==> config.mk <==
export PLATFORM = sky130hd
export DESIGN_NAME = scan_mem
export DESIGN_NICKNAME = d
export VERILOG_FILES = /design/src/rtl/scan_mem.sv
export SDC_FILE = /design/constraint.sdc
export NUM_CORES = 1
export LEC_CHECK = 0
export CAP_MARGIN = 15
export CORE_ASPECT_RATIO = 1.2
export CORE_MARGIN = 2
export CORE_UTILIZATION = 50
export CTS_BUF_LIST = sky130_fd_sc_hd__clkbuf_16
export DETAILED_ROUTE_END_ITERATION = 10
export GPL_TIMING_DRIVEN = 0
export PLACE_DENSITY = 0.68
export SLEW_MARGIN = 20
export SYNTH_ARGS = -nofsm -noshare
export SYNTH_HDL_FRONTEND = slang
export SYNTH_SLANG_ARGS = --single-unit
==> constraint.sdc <==
create_clock -name clk -period 4.8 [get_ports clk]
set_input_delay 0.96 -clock clk [delete_from_list [all_inputs] [get_ports clk]]
set_output_delay 0.96 -clock clk [all_outputs]
set_load 0.02 [all_outputs]
==> src/rtl/scan_mem.sv <==
// Word memory with a CPU port and a serial program loader that fills all words MSB first.
// Optional serial readback of the old contents is enabled by defining SCAN_MEM_READBACK_EN.
module scan_mem #(
    parameter int unsigned DW = 8,
    parameter int unsigned AW = 4
) (
    input  logic          clk,
    input  logic          rst_n,
    input  logic [AW-1:0] addr,
    input  logic [DW-1:0] data_in,
    input  logic          we,
    output logic [DW-1:0] data_out,
    input  logic          scan_en,
    input  logic          scan_in,
    output logic          scan_out,
    output logic          load_done
);

    localparam int unsigned DEPTH = 2 ** AW;
    localparam int unsigned CW    = 3;
    localparam int unsigned SW    = DW - 1;

    typedef enum logic [1:0] {
        IDLE  = 2'd0,
        SHIFT = 2'd1,
        DONE  = 2'd2
    } state_t;

    state_t          state_q, state_d;
    logic [CW-1:0]   bit_cnt_q, bit_cnt_d;
    logic [AW-1:0]   word_addr_q, word_addr_d;
    logic [SW-1:0]   shreg_q, shreg_d;
    logic            load_done_q, load_done_d;

    logic [DW-1:0]   mem_q [DEPTH];
    logic            mem_we_c;
    logic [AW-1:0]   mem_waddr_c;
    logic [DW-1:0]   mem_wdata_c;

    // Loader next state and the single memory write port shared by CPU and loader
    always_comb begin
        state_d     = state_q;
        bit_cnt_d   = bit_cnt_q;
        word_addr_d = word_addr_q;
        shreg_d     = shreg_q;
        load_done_d = load_done_q;
        mem_we_c    = 1'b0;
        mem_waddr_c = addr;
        mem_wdata_c = data_in;

        if (!scan_en) begin
            state_d     = IDLE;
            bit_cnt_d   = '0;
            word_addr_d = '0;
            shreg_d     = '0;
            mem_we_c    = we;
        end else if (state_q != DONE) begin
            shreg_d   = SW'({shreg_q, scan_in});
            bit_cnt_d = bit_cnt_q + CW'(1);
            if (state_q == IDLE) begin
                state_d     = SHIFT;
                load_done_d = 1'b0;
            end
            if (bit_cnt_q == CW'(DW - 1)) begin
                mem_we_c    = 1'b1;
                mem_waddr_c = word_addr_q;
                mem_wdata_c = {shreg_q, scan_in};
                bit_cnt_d   = '0;
                word_addr_d = word_addr_q + AW'(1);
                if (word_addr_q == AW'(DEPTH - 1)) begin
                    state_d     = DONE;
                    load_done_d = 1'b1;
                end
            end
        end

        // Reset wins over any write on the same edge
        if (!rst_n) begin
            mem_we_c = 1'b0;
        end
    end

    always_ff @(posedge clk) begin
        if (!rst_n) begin
            state_q     <= IDLE;
            bit_cnt_q   <= '0;
            word_addr_q <= '0;
            shreg_q     <= '0;
            load_done_q <= 1'b0;
        end else begin
            state_q     <= state_d;
            bit_cnt_q   <= bit_cnt_d;
            word_addr_q <= word_addr_d;
            shreg_q     <= shreg_d;
            load_done_q <= load_done_d;
        end
    end

    // Array contents survive reset
    always_ff @(posedge clk) begin
        if (mem_we_c) begin
            mem_q[mem_waddr_c] <= mem_wdata_c;
        end
    end

    assign data_out  = scan_en ? '0 : mem_q[addr];
    assign load_done = load_done_q;

`ifdef SCAN_MEM_READBACK_EN
    localparam int unsigned BIW = (DW > 1) ? $clog2(DW) : 1;

    logic [BIW-1:0] rb_idx_c;

    // Bit about to be replaced by the loader, presented before the word is overwritten
    assign rb_idx_c = BIW'(DW - 1) - BIW'(bit_cnt_q);
    assign scan_out = (scan_en && (state_q != DONE)) ? mem_q[word_addr_q][rb_idx_c] : 1'b0;
`else
    assign scan_out = 1'b0;
`endif

endmodule

# --- Word level (Yosys, flattened, before mapping) ---
# Memories as Yosys holds them, arrays and structs flattened.
# Index checks and enable logic that the tools add are counted.
# Widths: inputs -> output; s select.
totals:
  ramBits: 128
  n_memories: 1
  output_inout_bits: 10
  elab_cells: 35
  reg_bits: 17
  in_bits: 17
memory_table:
  columns: ["name", "depth", "width", "rd", "rd_clocked_by_memory_dff", "wr", "line_no", "text"]
  rows:
  - ["mem_q", 16, 8, 1, 0, 1, "35", "logic [DW-1:0] mem_q [DEPTH];"]
classes:
  addsub: 2
  mux: 20
  n_reduce_logical: 4
  n_eq_ne: 3
op_table:
  columns: ["operator", "n"]
  rows:
  - ["$mux 8", 4]
  - ["$mux 4", 3]
  - ["$mux 1", 9]
  - ["$mux 2", 3]
  - ["$reduce_and 2->1", 3]
  - ["$add 4x1->4 const B", 1]
  - ["$eq 4x4->1 const B", 1]
  - ["$add 3x1->3 const B", 1]
  - ["$eq 3x3->1 const B", 1]
  - ["$mux 3", 1]
  - ["$logic_not 2->1", 1]
  - ["$ne 2x2->1 const B", 1]

# --- Longest topological paths before layout ---
# Gate-level depths: netlist of the first run.
depth:
  word_depth: 7
  mapped_depth: 7
  depth_no_buf: 6

# --- Worst setup path before layout of the first run ---
# Ideal clock, no wire load.
synth_timing:
  path_kind: "input to output"
  from: "input addr[0]"
  to: "output data_out[0]"
  arrival_time_ns: 2.267
  stages: 5
  n_path_buf: 2
  slack_ns: 1.573
  required_time_ns: 3.840
  cell_sequence: "clkbuf_1 > buf_2 > mux4_2 > nand3_1 > o211ai_1"
synth_via:
  elab_chain_len: 2
synth_lines:
  columns: ["item", "line_no", "text"]
  rows:
  - ["start: declaration", "9", "input logic [AW-1:0] addr,"]
  - ["$mem_v2 16x8", null, null]
  - ["$mux 8", "106", "assign data_out = scan_en ? '0 : mem_q[addr];"]
  - ["end: declaration", "12", "output logic [DW-1:0] data_out,"]
# Every way passes these cells.

# --- Worst setup path in the final report of the first run ---
layout_timing:
  from: "input addr[2]"
  to: "output data_out[4]"
# Same word-level chain as after synthesis.

==> flow_summary.toml, run 1 <==
[logic_synthesis]
yosys_register_bits = 145
syn_nets = 400
synth_top_area_frac = 0.6421
synth.most_common_cell = "edfxtp_1"
synth-seq-area-share = 0.6990
synth_edf_count = 128
synth.area.top_cells = "edfxtp_1 (64%), mux4_2 (6.0%), dfxtp_1 (5.7%), mux2i_1 (5.5%), a22oi_1 (3.0%)"
yosys.area.top_type = "edfxtp_1"
async_flop_share = 0
synth.avg_cell_area_um2 = 15.79
netlist_instances = 379
ys_top_cells_by_count = "edfxtp_1 (128), mux2i_1 (33), a22oi_1 (24), nand2_1 (22), nand3_1 (21)"
netlist_area_um2 = 5986
synth-main-ff-cell = "edfxtp_1"
yosysWarnings = 0
synth.distinct_cells = 35

[drt]
antenna_left = 0
viasPerCell = 5.836
wire_per_inst_um = 21.73
drt-met1-wl_mm = 5.472
dr.pass1.iters = 5
wl_met2_mm = 6.377
wl_mm = 12.82
top_layer_used = "met4"
wl_met3_um = 628
drc = 0
drt-initial-drc-count = 223
vias = 3443

[layout]
fill_cells = 878
fin_cells = 590
seq_area_um2 = 4184
drive_gt1_frac = 0.1755
multi_input_area_um2 = 1742
fin_area_um2 = 7059
nNetsFinal = 443
areaGrowthSynthToFinish_pct = 17.93
insertedDiodeCount = 0

[floorplan]
die_area_um2 = 12870
initial_core_util = 0.5151
die_x_um = 103.9
rows = 43
die_h_um = 123.9
coreArea_um2 = 11620
pin_count = 27

[critical_path]
cp.arrival_ps = 3690
cpLargestDelayFamily = "buffers and inverters"
slowest_delay_ps = 640
path_cells = "clkdlybuf4s50_1 > nor2b_1 > clkbuf_1 > clkbuf_1 > a22oi_1 > a22oi_1 > o211ai_1 > clkdlybuf4s50_1"
endpoint_kind = "output port"
cp_max_fo = 10
critPathSlowestCell = "clkdlybuf4s50_1"
required_ps = 3840
worst-path-buf-inv = 4
crit_type = "primary input to output port"
startpoint_type = "primary input"

[pwr]
leakagePower_nw = 2.318
ir_worst_vdd_mv = 0.2440
power_density_nw_per_um2 = 396.7

[global_routing]
grt_max_degree = 17
track_usage = 0.2140
gr-total-overflow = 0
grt_pass1_vias = 3437
grt_antenna_before_repair = 0
grt_pass1_wl_mm = 19.80

[cts]
clock_latency_ps = 410
post_cts_resized = 0
cts_root_buf = "clkbuf_16"
clock_path_buffers = 2
ctsHoldBuffers = 0
clkTransAtPathRegs_ps = 50
cts_tree = "done"
post-cts-setup-buffers = 0
cts_inserted_buffers = 17
clock_sinks = 145
htree_levels = 4

[placed_design]
place_area_um2 = 6472
hpwl_mm = 8.370
gp_congestion = 0.7973
dp.cells = 560
portBuffers = 24

[sta]
setup_tns_ps = 0
max_freq_ghz = 0.2149
fin_crit_sh = 0.9695
setup_viol = 0
slew_viol_final = 0
clock_skew_ps = 10.94
tightest_slew_ps = 1087
finalHoldViolations = 0
fin_crit_ps = 4654
slew_headroom = 0.2755
rsz0062_at_grt = "no"

[outcome]
outcome = "finished, final reports clean"

[min_path]
hold_path.class = "flip-flop to flip-flop"

[job]
cap_violations = 0
[area by class of cell]
class                   count  area share
plain buffers              23     0.01613
clock buffers              17     0.06026
clock inverters            13     0.01861
inverters                   7    0.003722
multi-input cells         204      0.2467
flip-flops and latches    145      0.5927
well taps                 157     0.02783
repair buffers             24     0.03403
[logic make-up after synthesis]
family                     count (synthesis)  share of synthesized area
other                                      1                  0.0006265
AOI/OAI and AO/OA                         55                    0.06334
and+or+nand+nor                           83                    0.06857
adders and majority gates                  4                   0.008362
buffers and inverters                     30                    0.02341
muxes                                     58                     0.1323
DFF                                      145                     0.6990
xor gates and xnor gates                   3                   0.004390
[layout by cell type (no fill, tap or decap), types with 2 or more instances in the layout]
cell type	synthesis	layout
edfxtp_1	128	128
a22oi_1	24	24
clkbuf_16	0	17
a21oi_1	13	13
mux4_2	16	16
xor2_1	2	2
nor2b_1	3	3
buf_6	2	2
clkdlybuf4s50_1	0	24
bufinv_16	0	3
nand3_1	21	21
a31oi_1	6	6
nor3_2	0	16
buf_2	7	7
mux2i_1	33	33
nand2_1	22	22
ha_1	4	4
clkbuf_1	13	13
a311oi_1	2	2
nor2_1	8	8
inv_1	7	11
mux2_2	9	9
clkinv_1	0	3
clkinv_2	0	3
dfxtp_1	17	17
nor3_1	20	4
o211ai_1	8	8
[routing by layer]
layer,track usage,vias up
li1,-,1590
met1,0.2675,1715
met2,0.3586,118
met3,0.05285,20
met4,0.09628,0
met5,0,-
[final timing paths]
check / slack (ps) / from / cells after the start / end
hold / removal: 450 / shreg_q[6] / 2 / shreg_q[6]
setup / recovery: 150 / addr[2] / 8 / data_out[4]
hold reg to reg: 450 / shreg_q[6] / 2 / shreg_q[6]
setup reg to reg: 1610 / bit_cnt_q[0] / 7 / mem_q[13][2]
[state kept, by name, summed over array words and instances, names as in the netlist]
name and count:
bit_cnt_q 3, word_addr_q 4, mem_q 128, shreg_q 7
state_q 2, load_done 1
[report_power, final]
| group | leakage [nW] | total, mW | switching (mW) | internal, mW |
|---|---|---|---|---|
| Sequential | 1.29 | 1.38 | 0.00218 | 1.38 |
| Combinational | 0.739 | 0.168 | 0.102 | 0.0657 |
| Clock | 0.290 | 1.25 | 0.459 | 0.793 |
| Total | 2.32 | 2.80 | 0.563 | 2.24 |
[per-stage QoR]
stage / hold WS, ps / util / setup slack (ps) / total power, mW
after CTS: 452.8 / 0.6049 / 169.0 / 2.813
after global placement: 440.9 / 0.5526 / 181.7 / 1.567
final: 451.4 / 0.6075 / 146.2 / 2.800
after detailed placement: 447.2 / 0.5570 / 186.4 / 1.573
after floorplan: 429.4 / - / 1573 / 1.504
after global routing: 469.0 / 0.6075 / 79.11 / 2.877
[worst min-delay path, cell delays in order, from the launching register on]
cell and delay, ps:
dfxtp_1 300, nand2_1 50, a21oi_1 50
(Power assumes the default switching activity.)
==> run 2, diff against run 1 <==
--- a/config.mk
+++ b/config.mk
@@ -5,14 +5,14 @@
 export SDC_FILE = /design/constraint.sdc
 export NUM_CORES = 1
 export LEC_CHECK = 0
-export CAP_MARGIN = 15
+export CAP_MARGIN = 20
 export CORE_ASPECT_RATIO = 1.2
 export CORE_MARGIN = 2
 export CORE_UTILIZATION = 50
 export CTS_BUF_LIST = sky130_fd_sc_hd__clkbuf_16
 export DETAILED_ROUTE_END_ITERATION = 10
-export GPL_TIMING_DRIVEN = 0
 export PLACE_DENSITY = 0.68
+export RECOVER_POWER = 50
 export SLEW_MARGIN = 20
 export SYNTH_ARGS = -nofsm -noshare
 export SYNTH_HDL_FRONTEND = slang
==> run 2 against run 1 <==
Power is 1.3% higher; largest cell class unchanged; sequential cell count stayed put; register-to-register slack better by 360 ps; via count is 0.81% higher.
==> flow_summary.toml, run 2 (same netlist as run 1, synthesis figures left out) <==
[global_routing]
grt_pass1_wl_mm = 18.96
track_usage = 0.2017
grt_pass1_vias = 3428
gr-total-overflow = 0
grt_max_degree = 20
grt_antenna_before_repair = 0

[drt]
dr.pass1.iters = 5
drc = 0
vias = 3471
antenna_left = 0
viasPerCell = 5.853
wire_per_inst_um = 20.29
drt-initial-drc-count = 224
wl_mm = 12.03

[sta]
tightest_slew_ps = 769.4
setup_tns_ps = 0
slew_viol_final = 0
finalHoldViolations = 0
setup_viol = 0
fin_ws_ps = 493.6
rsz0062_at_grt = "no"
max_freq_ghz = 0.2322
fin_crit_sh = 0.8972
slew_headroom = 0.4871
clock_skew_ps = 5.973
fin_crit_ps = 4306

[layout]
insertedDiodeCount = 0
largest_register_ff_count = 128
multi_input_area_um2 = 1664
nNetsFinal = 444
drive_gt1_frac = 0.1720
largest_register = "mem_q"
seq_area_um2 = 4184
areaGrowthSynthToFinish_pct = 18.54
fin_cells = 593
layout_commonest_cell = "edfxtp_1"
final_cell_mix = "edfxtp_1 (128), mux2i_1 (33), a22oi_1 (24)"
top_regs = "mem_q x128, shreg_q x7, word_addr_q x4"
fill_cells = 903

[placed_design]
gp_congestion = 0.8376
hpwl_mm = 7.976
dp_worst_setup_slack_ps = 493.8
dp.cells = 561
portBuffers = 25

[cts]
ctsHoldBuffers = 0
clock_sinks = 145
clkTransAtPathRegs_ps = 60
cts_inserted_buffers = 17
post-cts-setup-buffers = 0
clock_latency_ps = 410
cts_tree = "done"
cts_root_buf = "clkbuf_16"
htree_levels = 4
clock_path_buffers = 2
post_cts_resized = 0

[critical_path]
crit_type = "primary input to output port"
endpoint_kind = "output port"
required_ps = 3840
startpoint_type = "primary input"
cp.arrival_ps = 3350
cp_max_fo = 16

[pwr]
leakagePower_nw = 2.381
ir_worst_vdd_mv = 0.2611
finalPower_mw = 2.837
power_density_nw_per_um2 = 399.8

[floorplan]
die_h_um = 123.9
die_area_um2 = 12870
rows = 43
die_x_um = 103.9
pin_count = 27
coreArea_um2 = 11620
initial_core_util = 0.5151

[outcome]
outcome = "finished, final reports clean"

[min_path]
hold_path.class = "flip-flop to flip-flop"

[job]
cap_violations = 0
[run 2: layer usage]
layer | wire [um] | vias to the layer above | global-route usage
met2 | 6149 | 107 | 0.3363
met3 | 680 | 24 | 0.04867
li1 | - | 1594 | -
met1 | 4966 | 1746 | 0.2539
met5 | 0 | - | 0
met4 | 235 | 0 | 0.09122
[run 2: critical path, stage by stage]
cell	delay (ps)
clkdlybuf4s50_1	600
and2_1	610
a22oi_1	260
a22oi_1	240
o211ai_1	110
clkdlybuf4s50_1	560
[run 2: stage by stage]
step                cell area (um2)  utilization  hold WS, ps
floorplan                      5986            -        429.4
global placement               6499       0.5592        441.3
detailed placement             6499       0.5592        458.4
CTS                            7093       0.6104        466.8
global route                   7096       0.6106        480.0
finish                         7096       0.6106        465.5
[run 2: layout make-up]
cell class,count,area share
Tap cell,157,0.02768
Multi-Input combinational cell,204,0.2345
Clock inverter,15,0.02381
Timing Repair Buffer,48,0.06066
Sequential cell,145,0.5897
Inverter,7,0.003703
Clock buffer,17,0.05995
[run 2: worst paths after layout]
check / startpoint / end / slack (ps) / cells after the start
max: addr[1] / data_out[1] / 490 / 6
min: bit_cnt_q[1] / bit_cnt_q[1] / 470 / 2
max reg2reg: bit_cnt_q[0] / mem_q[14][2] / 1970 / 7
min reg2reg: bit_cnt_q[1] / bit_cnt_q[1] / 470 / 2
[run 2: power by group]
group	switching [mW]	leakage [nW]	internal, mW
clock network	0.486	0.290	0.811
registers	0.00211	1.29	1.38
logic	0.0925	0.802	0.0662
total	0.581	2.38	2.26
